===== src/rtl/instruction_fetch_unit.sv =====
// instruction_fetch_unit
//   Fetch/issue stage. It holds the PC and issues one outstanding request at a
//   time to instruction memory. Returned words go into a small prefetch FIFO,
//   and one instruction per cycle is presented to decode. A taken branch
//   flushes the FIFO, drops any in-flight data and restarts at the target.
//
// Ports
//   clk, reset_n          clock (rising edge), asynchronous active-low reset
//   imem_req/imem_addr    registered memory request and its address
//   imem_ack/imem_rdata   response strobe and returned instruction word
//   stall                 decode hold; freezes the output instruction
//   branch_taken/_target  redirect pulse and its address
//   instruction, instruction_pc, instruction_valid   registered issue outputs
//   fifo_count            prefetch FIFO occupancy
//
// Optional build macro IFU_PERF_COUNT_EN adds the saturating counters
// perf_fetch_count (words pushed) and perf_flush_count (branches taken).
module instruction_fetch_unit #(
    parameter int unsigned ADDR_WIDTH = 8,
    parameter int unsigned FIFO_DEPTH = 4,
    parameter int unsigned RESET_PC   = 0,
    parameter int unsigned PC_STEP    = 4
) (
    input  logic                          clk,
    input  logic                          reset_n,
    output logic                          imem_req,
    output logic [ADDR_WIDTH-1:0]         imem_addr,
    input  logic                          imem_ack,
    input  logic [31:0]                   imem_rdata,
    input  logic                          stall,
    input  logic                          branch_taken,
    input  logic [ADDR_WIDTH-1:0]         branch_target,
    output logic [31:0]                   instruction,
    output logic [ADDR_WIDTH-1:0]         instruction_pc,
    output logic                          instruction_valid,
    output logic [$clog2(FIFO_DEPTH):0]   fifo_count
`ifdef IFU_PERF_COUNT_EN
    ,
    output logic [15:0]                   perf_fetch_count,
    output logic [15:0]                   perf_flush_count
`endif
);

    localparam int unsigned PW = $clog2(FIFO_DEPTH);
    localparam int unsigned CW = PW + 1;
    localparam logic [CW-1:0]         DEPTH_C = CW'(FIFO_DEPTH);
    localparam logic [ADDR_WIDTH-1:0] STEP_C  = ADDR_WIDTH'(PC_STEP);
    localparam logic [ADDR_WIDTH-1:0] RESET_C = ADDR_WIDTH'(RESET_PC);

    typedef enum logic [1:0] {
        S_IDLE,
        S_WAIT,
        S_DISCARD
    } state_t;

    state_t                state, state_n;
    logic [ADDR_WIDTH-1:0] pc, pc_n, addr_n;
    logic                  req_n;
    logic [31:0]           fifo_data [FIFO_DEPTH];
    logic [ADDR_WIDTH-1:0] fifo_pc   [FIFO_DEPTH];
    logic [PW-1:0]         wr_ptr, rd_ptr;
    logic [CW-1:0]         count_n;
    logic                  push, pop;

    // Branch overrides everything: no push of same-cycle data, no pop.
    assign push = (state == S_WAIT) && imem_ack && !branch_taken;
    assign pop  = !branch_taken && !stall && (fifo_count != '0);

    always_comb begin
        count_n = fifo_count;
        if (branch_taken)
            count_n = '0;
        else if (push && !pop)
            count_n = fifo_count + CW'(1);
        else if (!push && pop)
            count_n = fifo_count - CW'(1);
    end

    // pc tracks the address of the outstanding request while in S_WAIT and
    // advances only when that request is acknowledged.
    always_comb begin
        state_n = state;
        req_n   = imem_req;
        addr_n  = imem_addr;
        pc_n    = pc;
        if (branch_taken) begin
            pc_n = branch_target;
            case (state)
                S_WAIT, S_DISCARD: begin
                    // The in-flight request must still complete; keep req/addr.
                    if (imem_ack) begin
                        state_n = S_IDLE;
                        req_n   = 1'b0;
                    end else begin
                        state_n = S_DISCARD;
                    end
                end
                default: state_n = S_IDLE;
            endcase
        end else begin
            case (state)
                S_IDLE: begin
                    if (fifo_count < DEPTH_C) begin
                        state_n = S_WAIT;
                        req_n   = 1'b1;
                        addr_n  = pc;
                    end
                end
                S_WAIT: begin
                    if (imem_ack) begin
                        pc_n = pc + STEP_C;
                        if (count_n < DEPTH_C) begin
                            addr_n = pc + STEP_C;
                        end else begin
                            state_n = S_IDLE;
                            req_n   = 1'b0;
                        end
                    end
                end
                S_DISCARD: begin
                    if (imem_ack) begin
                        state_n = S_IDLE;
                        req_n   = 1'b0;
                    end
                end
                default: state_n = S_IDLE;
            endcase
        end
    end

    always_ff @(posedge clk or negedge reset_n) begin
        if (!reset_n) begin
            state     <= S_IDLE;
            pc        <= RESET_C;
            imem_req  <= 1'b0;
            imem_addr <= RESET_C;
        end else begin
            state     <= state_n;
            pc        <= pc_n;
            imem_req  <= req_n;
            imem_addr <= addr_n;
        end
    end

    // FIFO storage needs no reset; occupancy and pointers define validity.
    always_ff @(posedge clk) begin
        if (push) begin
            fifo_data[wr_ptr] <= imem_rdata;
            fifo_pc[wr_ptr]   <= pc;
        end
    end

    always_ff @(posedge clk or negedge reset_n) begin
        if (!reset_n) begin
            wr_ptr     <= '0;
            rd_ptr     <= '0;
            fifo_count <= '0;
        end else begin
            fifo_count <= count_n;
            if (branch_taken) begin
                wr_ptr <= '0;
                rd_ptr <= '0;
            end else begin
                if (push)
                    wr_ptr <= wr_ptr + PW'(1);
                if (pop)
                    rd_ptr <= rd_ptr + PW'(1);
            end
        end
    end

    always_ff @(posedge clk or negedge reset_n) begin
        if (!reset_n) begin
            instruction       <= '0;
            instruction_pc    <= '0;
            instruction_valid <= 1'b0;
        end else if (branch_taken) begin
            instruction       <= '0;
            instruction_valid <= 1'b0;
        end else if (!stall) begin
            if (pop) begin
                instruction       <= fifo_data[rd_ptr];
                instruction_pc    <= fifo_pc[rd_ptr];
                instruction_valid <= 1'b1;
            end else begin
                instruction       <= '0;
                instruction_valid <= 1'b0;
            end
        end
    end

`ifdef IFU_PERF_COUNT_EN
    always_ff @(posedge clk or negedge reset_n) begin
        if (!reset_n) begin
            perf_fetch_count <= '0;
            perf_flush_count <= '0;
        end else begin
            if (push && (perf_fetch_count != '1))
                perf_fetch_count <= perf_fetch_count + 16'd1;
            if (branch_taken && (perf_flush_count != '1))
                perf_flush_count <= perf_flush_count + 16'd1;
        end
    end
`endif

endmodule


===== config.mk =====
export PLATFORM = sky130hd
export DESIGN_NAME = instruction_fetch_unit
export DESIGN_NICKNAME = d
export VERILOG_FILES = /design/src/rtl/instruction_fetch_unit.sv
export SDC_FILE = /design/constraint.sdc
export NUM_CORES = 1
export LEC_CHECK = 0
export BUFFER_PORTS_ARGS = -buffer_cell sky130_fd_sc_hd__buf_2
export CAP_MARGIN = 40
export CORE_MARGIN = 2
export CORE_UTILIZATION = 25
export CTS_CLUSTER_DIAMETER = 50
export DETAILED_ROUTE_END_ITERATION = 8
export PLACE_DENSITY = 0.51
export SLEW_MARGIN = 0
export SYNTH_ARGS = -nofsm -noshare
export SYNTH_HDL_FRONTEND = slang
export SYNTH_SLANG_ARGS = --single-unit

===== constraint.sdc =====
create_clock -name clk -period 8.35 [get_ports clk]
set_input_delay 1.2525 -clock clk [delete_from_list [all_inputs] [get_ports clk]]
set_output_delay 1.2525 -clock clk [all_outputs]
set_load 0.03 [all_outputs]

==> results of run 1 <==
logic make-up (layout without fill, tap and decap cells):
logic type	Yosys count	count (layout)	share of synthesized area
DFF	227	227	0.739
AOI/OAI and AO/OA	65	65	0.0558
and+or+nand+nor	63	63	0.0351
muxes	55	55	0.122
buffers and inverters	36	168	0.0167
xor gates and xnor gates	16	16	0.0160
adders and majority gates	11	11	0.0157
power groups by stage:
| stage | clock network (uW) | logic, uW | registers, uW |
|---|---|---|---|
| after floorplan | 0 | 377 | 1540 |
| after global placement | 0 | 645 | 1470 |
| after detailed placement | 0 | 696 | 1450 |
| after CTS | 1220 | 699 | 1430 |
| after global routing | 1280 | 738 | 1440 |
| final | 1190 | 684 | 1420 |
state kept, by name, indices dropped and copies added (netlist names):
name / cells
rd_ptr: 2
instruction: 32
state: 2
fifo_pc: 32
imem_addr: 8
imem_req: 1
pc: 8
fifo_data: 128
instruction_valid: 1
fifo_count: 3
wr_ptr: 2
instruction_pc: 8
area by class of cell:
class,count,share of cell area
Clock buffer,37,0.0720
Clock inverter,17,0.0141
Inverter,8,0.00279
Multi-Input combinational cell,210,0.202
Sequential cell,227,0.602
Tap cell,455,0.0529
Timing Repair Buffer,106,0.0539
layer usage:
metal	up-vias	routed length, microns
li1	2078	-
met1	2459	8960
met2	122	9750
met3	31	914
met4	0	435
met5	-	0
cell usage after synthesis (2+ instances only):
library cell | number | area share
inv_1 | 8 | 0.0034
a21oi_1 | 6 | 0.0034
nand2b_1 | 2 | 0.0014
nor3_1 | 2 | 0.0011
ha_1 | 11 | 0.016
clkbuf_1 | 15 | 0.0064
buf_1 | 4 | 0.0017
buf_2 | 9 | 0.0051
o21ai_0 | 15 | 0.0086
mux4_2 | 40 | 0.10
nor2_1 | 13 | 0.0056
edfxtp_1 | 160 | 0.55
a22o_1 | 32 | 0.032
mux2i_1 | 2 | 0.0023
nand3_1 | 2 | 0.0011
mux2_2 | 12 | 0.015
nor3b_1 | 4 | 0.0034
xnor2_1 | 7 | 0.0070
xor2_1 | 9 | 0.0090
dfrtp_1 | 67 | 0.19
nand4_1 | 4 | 0.0029
nor2b_1 | 3 | 0.0021
nand2_1 | 26 | 0.011
stage by stage:
| stage | util | std cells | area (sq um) | power, uW |
|---|---|---|---|---|
| after CTS | 0.312 | 1060 | 10800 | 3340 |
| after floorplan | - | 473 | 8770 | 1920 |
| after detailed placement | 0.285 | 1006 | 9840 | 2140 |
| after global routing | 0.312 | 1060 | 10800 | 3450 |
| final | 0.312 | 1060 | 10800 | 3290 |
| after global placement | 0.284 | 1004 | 9800 | 2110 |
worst paths after layout:
check	from	to	slack, ns	depth (start not counted)
min	instruction_valid	instruction_valid	0.48	1
min in group asynchronous	reset_n	instruction[16]	0.57	1
min reg2reg	instruction_valid	instruction_valid	0.48	1
max	state[1]	imem_req	5.63	7
max reg2reg	state[1]	imem_req	5.63	7
max in group asynchronous	reset_n	rd_ptr[0]	6.56	2
layout by cell type (no fill, tap or decap), types with 2 or more instances in the layout:
master / count
nand2_1: 26
mux4_2: 40
inv_8: 2
inv_6: 6
nor2_1: 13
clkbuf_1: 6
edfxtp_1: 160
xnor2_1: 7
buf_12: 2
clkbuf_8: 2
inv_1: 8
clkinvlp_4: 2
clkinv_1: 2
clkinv_2: 3
o21ai_0: 15
nand3_1: 2
nor3b_2: 4
mux2_2: 12
nor2b_1: 2
dfrtp_1: 65
nor3_1: 2
xor2_1: 9
nand2b_1: 2
ha_1: 11
buf_2: 96
clkbuf_16: 29
a21oi_1: 6
a22o_1: 32
buf_4: 8
nand4_1: 4
mux2i_1: 2
==> qor.csv, run 1 <==
metric;value;unit
met1_usage;0.141;
final.setup.tns;0;ns
worstMarginPinSlew;0.900;ns
async_reset_ff_frac;0.295;
ant_nets;0;
syn_inst;473;
p_leak;0.00395;uW
fin_crit;2.72;ns
p_sw;989;uW
synth_edf_count;160;
setup_viol;0;
met3_usage;0.0220;
grt_first_pass_wirelength;30300;microns
worst-path-max-fanout;18;
holdBufCountCts;0;
irDropWorstVdd;0.182;mV
layout_setup_ws;5.63;ns
combPwrFrac;0.208;
drt_iter0_markers;261;
seq_power_share;0.432;
cpLargestDelayFamily;simple AND/OR/NAND/NOR gates;
place_ws;5.13;ns
io_buffers;97;
drtPass1Iterations;4;
grt_start_max_net_pins;55;
diodes;0;
rsz0062_at_grt;false;
ctsResizeCount;0;
fmax;367;MHz
hold_viol_final;0;
powerDensity;306;mW/mm^2
rows;68;
start_kind;flip-flop;
root_buffer;clkbuf_16;
layout-drive-gt1-share;0.359;
regArea;0.00649;sq mm
fin_crit_sh;0.326;
hpwlAfterDp;11500;microns
gr-usage-all-layers;0.109;
vias;4690;
gr-usage-met2;0.187;
sw_frac_of_total;0.300;
setup.worst_path.class;flip-flop to flip-flop;
status;complete, no violations;
crit_path_end_kind;flip-flop;
max-slew-margin-rel;0.397;
wirelength;20100;microns
slew_violations;0;
nets;638;
arrival;3.14;ns
p_int;2310;uW
cts_tree;done;
synth_nets;529;
initial_core_util;0.254;
grt_overflow_total;0;
antenna_found_initial;0;
min_path_type;flip-flop to flip-flop;
hold_ws;0.483;ns
critPathMaxStageDelay;0.61;ns
busiest_layer;met2;
ys_seq_area_frac;0.739;
io_pins;98;
maxCapViolCount;0;
cts.sinks;227;
fill_cells;3452;
yosysWarnings;0;
syn_to_final_growth;22.8;%
clk_path_buf_depth;3;
die-height;191;microns
syn_area_per_cell;18.5;sq um
cts_buffers;29;
yosysUniqueCellTypes;43;
via_per_inst;4.42;
grt_pass1_vias;5048;
post_cts_buffers;0;
netlist_area;0.00877;sq mm
critPathRequiredTime;8.76;ns
multiInputGateArea;0.00218;sq mm
crit_path_cell_trace;inv_1 > ha_1 > nand2_2 > and4_4 > or2_4 > a221oi_2 > mux2_1;
p_clk_frac;0.360;
die_width;191;microns
synth-seq-cells;227;
htreeDepth;1;
core_area;0.0345;sq mm
worst_path_max_delay_cell;ha_1;
skew;0.0112;ns
gp_congestion;0.720;
critPathBufInv;1;
drt-wirelength-per-cell;18.9;microns
clk_latency;0.53;ns
drc;0;
synth_ff_type;edfxtp_1;
die_area;0.0366;sq mm
clkTransAtPathRegs;0.06;ns
Note: power is estimated with default switching activity, not from simulation.
==> inputs of run 2 (changes only) <==
ABC_AREA = 1   (was not set)
PLACE_DENSITY = 0.52   (was 0.51)
clock period = 2.4 ns   (was 8.35 ns; I/O delays follow)
==> run 2 against run 1 <==
Against the previous run:
- first-iteration DRC count grew 17%
- non-clock buffer count is 16 higher
- synthesized cell count grew 54%
- critical endpoint is now fifo_pc[0][0]
- via count up 25%
- final area up 3.7%
- the run now ends with DRC left
- total power grew to 3.6 times the previous value
- combinational power rose to 3.7 times the previous value
- die area grew 3.3%
==> qor.csv, run 2 <==
metric;value;unit;change
status;finished with violations;;
violations;DRC;;
hold_depth;1;;unchanged
drc;10;;+10
reg2reg_depth;8;;+1
synth_area_leaders;edfxtp_1 (53%), dfrtp_1 (18%), nand2_1 (6.5%), a21oi_1 (3.7%), a221o_1 (3.5%);;
crit_path_cell_trace;inv_1 > ha_1 > nand2_4 > nor2_8 > clkinv_1 > buf_4 > nor2_4 > buf_4;;
worst-path-max-fanout;22;;+4
worstMarginPinSlew;0.544;ns;-0.356 ns
p_leak;0.00462;uW;+17%
reg2reg_slack;0.30;ns;-5.33 ns
rows;69;;+1.5%
vias;5864;;+25%
via_per_inst;4.44;;+0.25%
final.setup.tns;0;ns;unchanged
yosys.area.top_type;edfxtp_1;;
wirelength;22600;microns;+12%
crit_path_end_kind;flip-flop;;
fill_cells;3584;;+3.8%
gr-usage-all-layers;0.119;;+0.00987
critPathMaxStageDelay;0.40;ns;-0.21 ns
crit_top_cell;buf_4;;
min_to;fifo_data[3][26];;
setup_viol;0;;unchanged
totalPowerFinal;11800;uW;+260%
syn_inst;730;;+54%
clk_path_buf_depth;3;;unchanged
synth_edf_count;160;;unchanged
die_width;194;microns;+1.6%
die_area;0.0378;sq mm;+3.3%
rsz0062_at_grt;false;;
largest-register;fifo_data;;
skew;0.0192;ns;+0.00805 ns
syn_area_per_cell;12.4;sq um;-33%
irDropWorstVdd;0.636;mV;+250%
die-height;194;microns;+1.6%
grt_first_pass_wirelength;35300;microns;+17%
fmax;475;MHz;+29%
drt_iter0_markers;306;;+17%
io_pins;98;;unchanged
ys_top_cells_by_count;edfxtp_1 (160), nand2_1 (158), a21oi_1 (67), dfrtp_1 (67), nand3_1 (50);;
grt_overflow_total;0;;unchanged
gp_congestion;0.770;;+7.0%
hpwlAfterDp;14400;microns;+25%
cts_tree;done;;
htreeDepth;1;;unchanged
grt_start_max_net_pins;82;;+49%
top_regs;fifo_data x128, fifo_pc x32, instruction x32;;
io_buffers;97;;unchanged
clk_latency;0.54;ns;about the same
ys_seq_area_frac;0.715;;-0.0242
fin_crit;2.10;ns;-0.620 ns
cts_buffers;28;;-3.4%
critPathRequiredTime;2.60;ns;-6.16 ns
clkTransAtPathRegs;0.06;ns;about the same
antenna_found_initial;6;;+6
cts.sinks;227;;unchanged
layout-drive-gt1-share;0.220;;-0.139
yosysMostFrequentCell;edfxtp_1;;
layout_commonest_cell;edfxtp_1;;
async_reset_ff_frac;0.295;;unchanged
powerDensity;1050;mW/mm^2;+240%
min_from;imem_rdata[26];;
synth-seq-cells;227;;unchanged
post_cts_buffers;0;;unchanged
synth.top_cell.area_share;0.530;;-0.0179
r2r-end;fifo_pc[0][0];;
grt_pass1_vias;5925;;+17%
ant_nets;0;;unchanged
synth_ff_type;edfxtp_1;;
start_kind;flip-flop;;
min_path_type;primary input to flip-flop;;
slew_violations;0;;unchanged
syn_to_final_growth;23.2;%;
yosysWarnings;0;;unchanged
nets;894;;+40%
worst_path_max_delay_cell;dfrtp_1;;
max-slew-margin-rel;0.637;;+0.240
netlist_area;0.00907;sq mm;+3.4%
timing.rr.start;state[1];;
arrival;2.30;ns;-0.84 ns
root_buffer;clkbuf_16;;
yosysUniqueCellTypes;32;;-26%
initial_core_util;0.254;;+0.000397
hold_viol_final;0;;unchanged
setup.worst_path.class;flip-flop to flip-flop;;
largest_reg_flops;128;;unchanged
final_cell_mix;edfxtp_1 (160), nand2_1 (158), buf_2 (96);;
drt-wirelength-per-cell;17.1;microns;-9.8%
maxCapViolCount;0;;unchanged
fin_crit_sh;0.877;;+0.550
core_area;0.0357;sq mm;+3.2%
crit_start;state[1];;
synth_nets;786;;+49%
drtPass1Iterations;7;;+3
-- run 2: final cells by class --
type                    count  area (sq um)  area share
diodes                      1          2.50    0.000224
multi-input cells         432          2300       0.206
repair buffers            122           723      0.0648
clock inverters            19           245      0.0220
inverters                  27           101     0.00907
well taps                 461           577      0.0516
flip-flops and latches    227          6490       0.581
clock buffers              33           729      0.0653
-- run 2: how the worst max path moves through the flow --
stage          depth (start not counted)          endpoint  slack, ns
2_1_floorplan                          7   fifo_data[0][0]      -0.28
3_3_place_gp                           8  fifo_data[0][29]       0.33
3_5_place_dp                           8  fifo_data[0][27]       0.29
4_1_cts                                8     fifo_pc[0][1]       0.28
5_1_grt                                8  fifo_data[2][27]       0.12
6_report                               8     fifo_pc[0][0]       0.30
-- run 2: routing by layer --
metal	part of all wire	global-route usage	vias up	wire length (microns)
met5	0.0020	0	-	45
met4	0.020	0.0285	8	454
met2	0.46	0.191	131	10400
met1	0.46	0.161	2841	10300
met3	0.061	0.0311	40	1380
li1	-	-	2844	-
-- run 2: critical path, delay by kind of cell, from the launching register on --
kind | cells | cell delay, ns
adder cells (fa/ha/maj) | 1 | 0.21
buffers and inverters | 4 | 0.81
flip-flops | 1 | 0.40
AND/OR/NAND/NOR | 3 | 0.34
-- run 2: logic make-up (layout without fill, tap and decap cells) --
family / count (synthesis) / in the layout / synth area share
simple gates: 270 / 270 / 0.129
flops: 227 / 227 / 0.715
compound gates: 146 / 146 / 0.102
buf+inv: 71 / 201 / 0.0344
fa+ha+maj: 11 / 11 / 0.0152
xor+xnor: 5 / 5 / 0.00483
other cells: 0 / 1 / 0
-- run 2: report_power, final --
part | internal (uW) | leakage [uW] | total [uW] | switching, uW
logic | 745 | 0.00184 | 2560 | 1820
clock network | 2640 | 0.000467 | 4340 | 1700
registers | 4610 | 0.00231 | 4870 | 258
-- run 2: stage by stage --
step                       util  worst slack [ns]  area [sq um]  hold WS (ns)  instances
final                     0.313             0.296         11200        0.0314       1322
after global routing      0.313             0.124         11200        0.0228       1321
after CTS                 0.313             0.283         11200        0.0138       1321
after detailed placement  0.286             0.290         10200         0.295       1268
after global placement    0.285             0.327         10200         0.455       1267
after floorplan               -            -0.277          9080        0.0644        730
-- run 2: timing repair --
item,CTS,global route
hold buffers,1,0
gates resized for setup,0,0
hold endpoints to repair,18,0
